File: config.mk
export PLATFORM = sky130hd
export DESIGN_NAME = logic_unit_pipe
export DESIGN_NICKNAME = d
export VERILOG_FILES = /design/src/rtl/logic_unit_pipe.sv
export SDC_FILE = /design/constraint.sdc
export NUM_CORES = 1
export LEC_CHECK = 0
export ABC_CLOCK_PERIOD_IN_PS = 2850
export CORE_ASPECT_RATIO = 1.2
export CORE_UTILIZATION = 25
export DETAILED_ROUTE_END_ITERATION = 6
export PLACE_DENSITY = 0.58
export REMOVE_ABC_BUFFERS = 1
export SKIP_CTS_REPAIR_TIMING = 1
export SKIP_LAST_GASP = 1
export SLEW_MARGIN = 5
export SYNTH_ARGS = -nofsm -noshare
export SYNTH_HDL_FRONTEND = slang
export SYNTH_SLANG_ARGS = --single-unit
File: constraint.sdc
create_clock -name clk -period 2.85 [get_ports clk]
set_input_delay 0.57 -clock clk [delete_from_list [all_inputs] [get_ports clk]]
set_output_delay 0.57 -clock clk [all_outputs]
set_load 0.01 [all_outputs]
File: src/rtl/logic_unit_pipe.sv
`default_nettype none
// ============================================================================
// Module   : logic_unit_pipe
// Purpose  : Registered bitwise logic unit (AND / OR / XOR / ANDN) with a
//            one-deep output register, valid/ready handshake, zero/sign
//            condition flags and a saturating count of consumed results.
// Revision : 1.0 - initial release
// ----------------------------------------------------------------------------
// Parameters:
//   WIDTH  - operand/result width in bits (8..128)
//   CNT_W  - width of the consumed-result counter
// Ports:
//   clk        in   clock, rising edge
//   rst        in   asynchronous active-high reset
//   in_valid   in   operands/op presented
//   in_ready   out  unit accepts input this cycle (combinational)
//   op         in   00 AND, 01 OR, 10 XOR, 11 ANDN (a & ~b)
//   a, b       in   WIDTH-bit operands
//   out_valid  out  result register holds a valid result
//   out_ready  in   consumer takes the result this cycle
//   result     out  registered result
//   zf         out  registered zero flag (result == 0)
//   sf         out  registered sign flag (result MSB)
//   op_count   out  saturating count of consumed results
//   pf         out  registered parity flag, 1 = even number of ones
//                   (present only when LOGIC_PARITY_EN is defined)
// Build option:
//   LOGIC_PARITY_EN - adds the pf output and its parity logic
// ============================================================================
module logic_unit_pipe #(
  parameter int WIDTH = 64,
  parameter int CNT_W = 16
) (
  input  logic               clk,
  input  logic               rst,
  input  logic               in_valid,
  output logic               in_ready,
  input  logic [1:0]         op,
  input  logic [WIDTH-1:0]   a,
  input  logic [WIDTH-1:0]   b,
  output logic               out_valid,
  input  logic               out_ready,
  output logic [WIDTH-1:0]   result,
  output logic               zf,
  output logic               sf,
  output logic [CNT_W-1:0]   op_count
`ifdef LOGIC_PARITY_EN
  ,
  output logic               pf
`endif
);

  localparam logic [1:0]       c_OP_AND  = 2'b00;
  localparam logic [1:0]       c_OP_OR   = 2'b01;
  localparam logic [1:0]       c_OP_XOR  = 2'b10;
  localparam logic [CNT_W-1:0] c_CNT_MAX = {CNT_W{1'b1}};
  localparam logic [CNT_W-1:0] c_CNT_ONE = {{(CNT_W-1){1'b0}}, 1'b1};

  logic             r_valid;
  logic [WIDTH-1:0] r_result;
  logic             r_zf;
  logic             r_sf;
  logic [CNT_W-1:0] r_cnt;

  logic             w_accept;
  logic             w_consume;
  logic [WIDTH-1:0] w_res;

  // The output register can take new data when it is empty or being drained
  // in the same cycle; this gives full throughput without a skid buffer.
  assign in_ready  = !r_valid || out_ready;
  assign w_accept  = in_valid && in_ready;
  assign w_consume = r_valid && out_ready;

  always_comb begin
    w_res = a & ~b;
    case (op)
      c_OP_AND: w_res = a & b;
      c_OP_OR:  w_res = a | b;
      c_OP_XOR: w_res = a ^ b;
      default:  w_res = a & ~b;
    endcase
  end

  // Result and flags only load on accept, so X on a/b/op while in_valid=0
  // never reaches the registers.
  always_ff @(posedge clk or posedge rst) begin
    if (rst) begin
      r_valid  <= 1'b0;
      r_result <= '0;
      r_zf     <= 1'b0;
      r_sf     <= 1'b0;
    end else begin
      if (w_accept) begin
        r_valid  <= 1'b1;
        r_result <= w_res;
        r_zf     <= (w_res == '0);
        r_sf     <= w_res[WIDTH-1];
      end else if (w_consume) begin
        r_valid  <= 1'b0;
      end
    end
  end

  // Counter stops at all-ones instead of wrapping.
  always_ff @(posedge clk or posedge rst) begin
    if (rst) begin
      r_cnt <= '0;
    end else if (w_consume && (r_cnt != c_CNT_MAX)) begin
      r_cnt <= r_cnt + c_CNT_ONE;
    end
  end

`ifdef LOGIC_PARITY_EN
  logic r_pf;

  always_ff @(posedge clk or posedge rst) begin
    if (rst) begin
      r_pf <= 1'b0;
    end else if (w_accept) begin
      r_pf <= ~(^w_res);
    end
  end

  assign pf = r_pf;
`endif

  assign out_valid = r_valid;
  assign result    = r_result;
  assign zf        = r_zf;
  assign sf        = r_sf;
  assign op_count  = r_cnt;

endmodule
`default_nettype wire

; ---- Yosys cells after proc, flatten, opt, wreduce, memory -nomap -nowiden
; Index checks and enable logic that the tools add are counted.
[totals]
inputBits = 134
regBits = 83
wordCells = 25
[op_classes]
n_reduce_logical = 8
n_eq_ne = 3
n_addsub = 1
muxes = 3
bitwise = 5
[ops]
columns = cell, n
row1 = $pmux W64 S3, 1
row2 = $and A64 B64 Y64, 2
row3 = $logic_not A64 Y1, 1
row4 = $not A64 Y64, 1
row5 = $or A64 B64 Y64, 1
row6 = $xor A64 B64 Y64, 1
row7 = $add A16 B1 Y16 const B, 1
row8 = $ne A16 B16 Y1 const B, 1
row9 = $logic_and A1 B1 Y1, 3
row10 = $eq A2 B1 Y1 const B, 1
row11 = $eq A2 B2 Y1 const B, 1
row12 = $logic_not A2 Y1, 1
row13 = $mux W1, 2
row14 = $reduce_bool A2 Y1, 1
row15 = $logic_not A1 Y1, 1
row16 = $logic_or A1 B1 Y1, 1

; ---- Longest topological paths before layout
[logic_depth]
depth_word = 4
mapped_depth = 12

; ---- Worst setup path after synthesis
; Ideal clock, no wire load.
[synth_path]
path_kind = input to register
startpoint = input op[0]
endpoint = register r_zf, in the netlist zf
t_arrival_ns = 2.466
required_ns = 2.782
path_stages = 9
slack_ns = 0.317
path_cell_list = inv_1 -> ha_1 -> inv_1 -> clkbuf_1 -> mux2_2 -> nor4_2 -> nand4_1 -> nor4_1 -> a32o_1
[synth_between]
elab_chain_len = 3
word_cells_on_any_way = 5
classes_between = eq/ne (2) / mux (1) / reduce/logical (2)
[synth_lines]
columns = element, line
row1 = "start, declared", 38  ; input logic [1:0] op,
row2 = "$eq A2 B2 Y1, or another cell as far along", 77  ; case (op)
row3 = $pmux W64 S3 *, 77
row4 = $logic_not A64 Y1 *, 97  ; r_zf <= (w_res == '0);
row5 = "end signal, assigned", 97
row6 = "end, declared", 61  ; logic r_zf;
; Every way passes the cells marked *; elsewhere a longest branch is shown, timed or not.
; A chain may end at the register's enable or synchronous reset.

; ---- Worst setup path after layout
[layout_path]
startpoint = input op[1]
endpoint = register r_zf, in the netlist zf
; The elaborated chain is that of the path after synthesis.

==> impl_metrics.ini <==
[yosys]
async_reset_ff_share_pct = 100.0
ys.flop_type = dfrtp_1
synth.area.top_cells = dfrtp_1, ha_1, nand2_1
yosys.cell_types.count = 37
yosysWarnings = 0
syn-cell-area_mm2 = 0.006706
netlist_instances = 882
yosysTopAreaCellShare_pct = 30.60
ys_seq_area_share_pct = 30.60
ys_ff_latch = 82
synth_edf_count = 0
avgSynthCellArea_um2 = 7.604
synth_top_area_cell = dfrtp_1

[floorplan]
chipHeight_um = 181.4
ios = 218
initial_core_util_pct = 25.45
die-area_mm2 = 0.02749
die_width_um = 151.5
rows = 65
core_area_mm2 = 0.02635

[drt]
drc = 0
vias_per_cell = 4.450
ant_nets = 0
vias = 6564
dr.first_iter.drc_count = 164
met2_length_um = 11070
wl_met1_um = 9213
dr.pass1.iters = 4
route.met3.wl_um = 1214
routedWlPerCell_um = 14.91
top_layer = met5
drt-total-wl_um = 21990

[power_and_ir_drop]
finalPower_mw = 4.535
p_sw_mw = 1.462
p_clk_share_pct = 29.1
swShare_pct = 32.23
p_per_area_mw_per_mm2 = 446.5
ir_worst_vdd_mv = 0.3101
p_int_mw = 3.073
power_frac_seq_pct = 32.9
comb_power_share_pct = 37.9
leakagePower_nw = 4.942

[placed_design]
dp_hpwl_um = 16860
place_ws_ns = -0.6006
io_buffers = 217
place_congestion = 0.8001

[setup_path]
worst-path-buf-inv = 5
critical_path.most_common_cell = buf_4
cp_data_required_time_ns = 3.13
path_cells = clkdlybuf4s50_1 > inv_2 > ha_4 > clkinv_8 > buf_4 > mux2_2 > nor4_4 > buf_4 > nand4_1 > nor4_2 > a32o_1
arrival_ns = 3.04
r2r_cells = 7
rr_startpoint = op_count[3]$_DFFE_PP0P_
cp_slowest_cell = clkdlybuf4s50_1
cp-end-kind = register
critical_path_class = in2reg
critPathMaxFanout = 10
ff2ff_setup_slack_ns = 0.66
critical-path-top-delay-family = buffers and inverters
cpPeakStageDelay_ns = 0.49
r2r_end = op_count[15]$_DFFE_PP0P_
startpoint_type = input pin

[global_route]
antenna_found_initial = 1
grt_pass1_wl_um = 34110
grt_overflow = 0
grt_pass1_vias = 6515
track_usage_pct = 16.17
grt_max_degree = 93

[worst_hold_path]
hold_depth = 2
min_from = result[33]$_DFFE_PP0P_
worst_hold_path_type = reg2reg
whs_endpoint = result[33]$_DFFE_PP0P_

[sta]
slew_headroom_pct = 65.50
hold_violations = 0
fmax_ghz = 0.3622
finalSetupViolCount = 0
period_needed_ns = 2.761
setup_ws_ns = 0.08912
hold_slack_ns = 0.4739
worst_pin_slew_ns = 0.5175
finClkSkew_ns = 0.01587
fin_tns_setup_ns = 0
final.period_utilization_pct = 96.87
slew_viol_final = 0

[cts]
htreeDepth = 3
cts.sinks = 82
clkTransAtPathRegs_ns = 0.06
cts_tree = done
cts.path.max_buffers = 2
insertion_delay_ns = 0.36
clock-root-buffer = clkbuf_16
numCtsBuffers = 9

[layout]
fin_nets = 1337
syn_to_final_growth_pct = 51.45
nFillCells = 2724
antennaDiodeCount = 0
drive_gt1_share_pct = 11.93
utilization_pct = 38.55

[flow_run]
cap_viol_max_count = 0

[outcome]
status = completed
Yosys cell counts, types with 3 or more instances:
library cell / count
a21oi_1: 40
a2bb2oi_1: 5
a31o_2: 12
a31oi_1: 9
and2_1: 4
and4_1: 3
buf_1: 6
buf_2: 7
buf_4: 4
buf_6: 4
clkbuf_1: 25
dfrtp_1: 82
ha_1: 68
inv_1: 134
mux2_2: 16
nand2_1: 209
nand2b_1: 22
nand3_1: 6
nand4_1: 9
nor2_1: 23
nor3_1: 22
nor4_1: 8
o21ai_0: 70
o31ai_1: 4
xnor2_1: 30
xor2_1: 48
kinds of logic after synthesis:
family | after synthesis | synth area share [%]
simple gates | 310 | 20.04
buf+inv | 182 | 11.25
compound gates | 145 | 12.31
flops | 82 | 30.60
xor+xnor | 79 | 10.43
fa+ha+maj | 68 | 12.69
mux | 16 | 2.687
state kept, by name, indices dropped and copies added, names as in the netlist:
name and count:
zf 1, op_count 16, out_valid 1, result 64
power by group through the flow:
stage                     sequential (mW)  clock (mW)  combinational (mW)
after global placement               1.51           0                1.68
after floorplan                      1.58           0               0.651
after global routing                 1.52        1.41                1.90
final                                1.49        1.32                1.72
after detailed placement             1.51           0                1.71
after CTS                            1.50        1.35                1.71
worst reg2reg max path, cell delays in order, from the launching register on:
cell and delay, ns:
dfrtp_1 0.43, and4_1 0.31, and4_4 0.28, nand4_1 0.13
o311a_1 0.41, nand3_1 0.27, nor3_1 0.10, xor2_1 0.15
how the worst max path moves through the flow:
stage               slack (ns)  depth (start not counted)  startpoint             end
floorplan                -1.28                          9       op[0]  zf$_DFFE_PP0P_
global placement         -0.58                         11       op[0]  zf$_DFFE_PP0P_
detailed placement       -0.60                         11       op[0]  zf$_DFFE_PP0P_
CTS                      -0.24                         11       op[0]  zf$_DFFE_PP0P_
global route             -0.05                         12       op[1]  zf$_DFFE_PP0P_
finish                    0.09                         11       op[1]  zf$_DFFE_PP0P_
stage by stage:
step           cell area [um2]  std cells
2_1_floorplan             6455        834
3_3_place_gp              9696       1454
3_5_place_dp              9696       1454
4_1_cts                  10020       1470
5_1_grt                  10160       1475
6_report                 10160       1475
area by class of cell:
cell class | count | area [um2] | area share (%)
inverter | 134 | 518.0 | 5.100
clock buffer | 11 | 242.7 | 2.390
clock inverter | 5 | 77.57 | 0.7637
timing repair buffer | 290 | 2868 | 28.23
multi-input combinational | 618 | 3980 | 39.18
sequential | 82 | 2052 | 20.20
tap | 335 | 419.2 | 4.127
cell usage in the layout (no fill, tap or decap), types with 4 or more instances in the layout:
master / Yosys / routed
nor2_1: 23 / 23
inv_1: 134 / 129
dfrtp_1: 82 / 82
a31o_2: 12 / 12
nand4_1: 9 / 9
a2bb2oi_1: 5 / 5
nor4_2: 1 / 5
nand2b_1: 22 / 22
buf_12: 1 / 9
buf_6: 4 / 4
xnor2_1: 30 / 30
nor3_1: 22 / 22
mux2_2: 16 / 16
xor2_1: 48 / 47
o31ai_1: 4 / 4
nand3_1: 6 / 6
ha_1: 68 / 65
a31oi_1: 9 / 8
clkbuf_16: 0 / 10
o21ai_0: 70 / 70
a21oi_1: 40 / 40
buf_4: 4 / 59
nand2_1: 209 / 208
clkdlybuf4s50_1: 0 / 216
layer usage:
metal,vias up,track usage [%]
li1,3334,-
met2,170,28.60
met1,3026,19.41
met5,-,0
met3,32,2.990
met4,2,5.228
No activity file was read; power rests on OpenSTA's default activity.
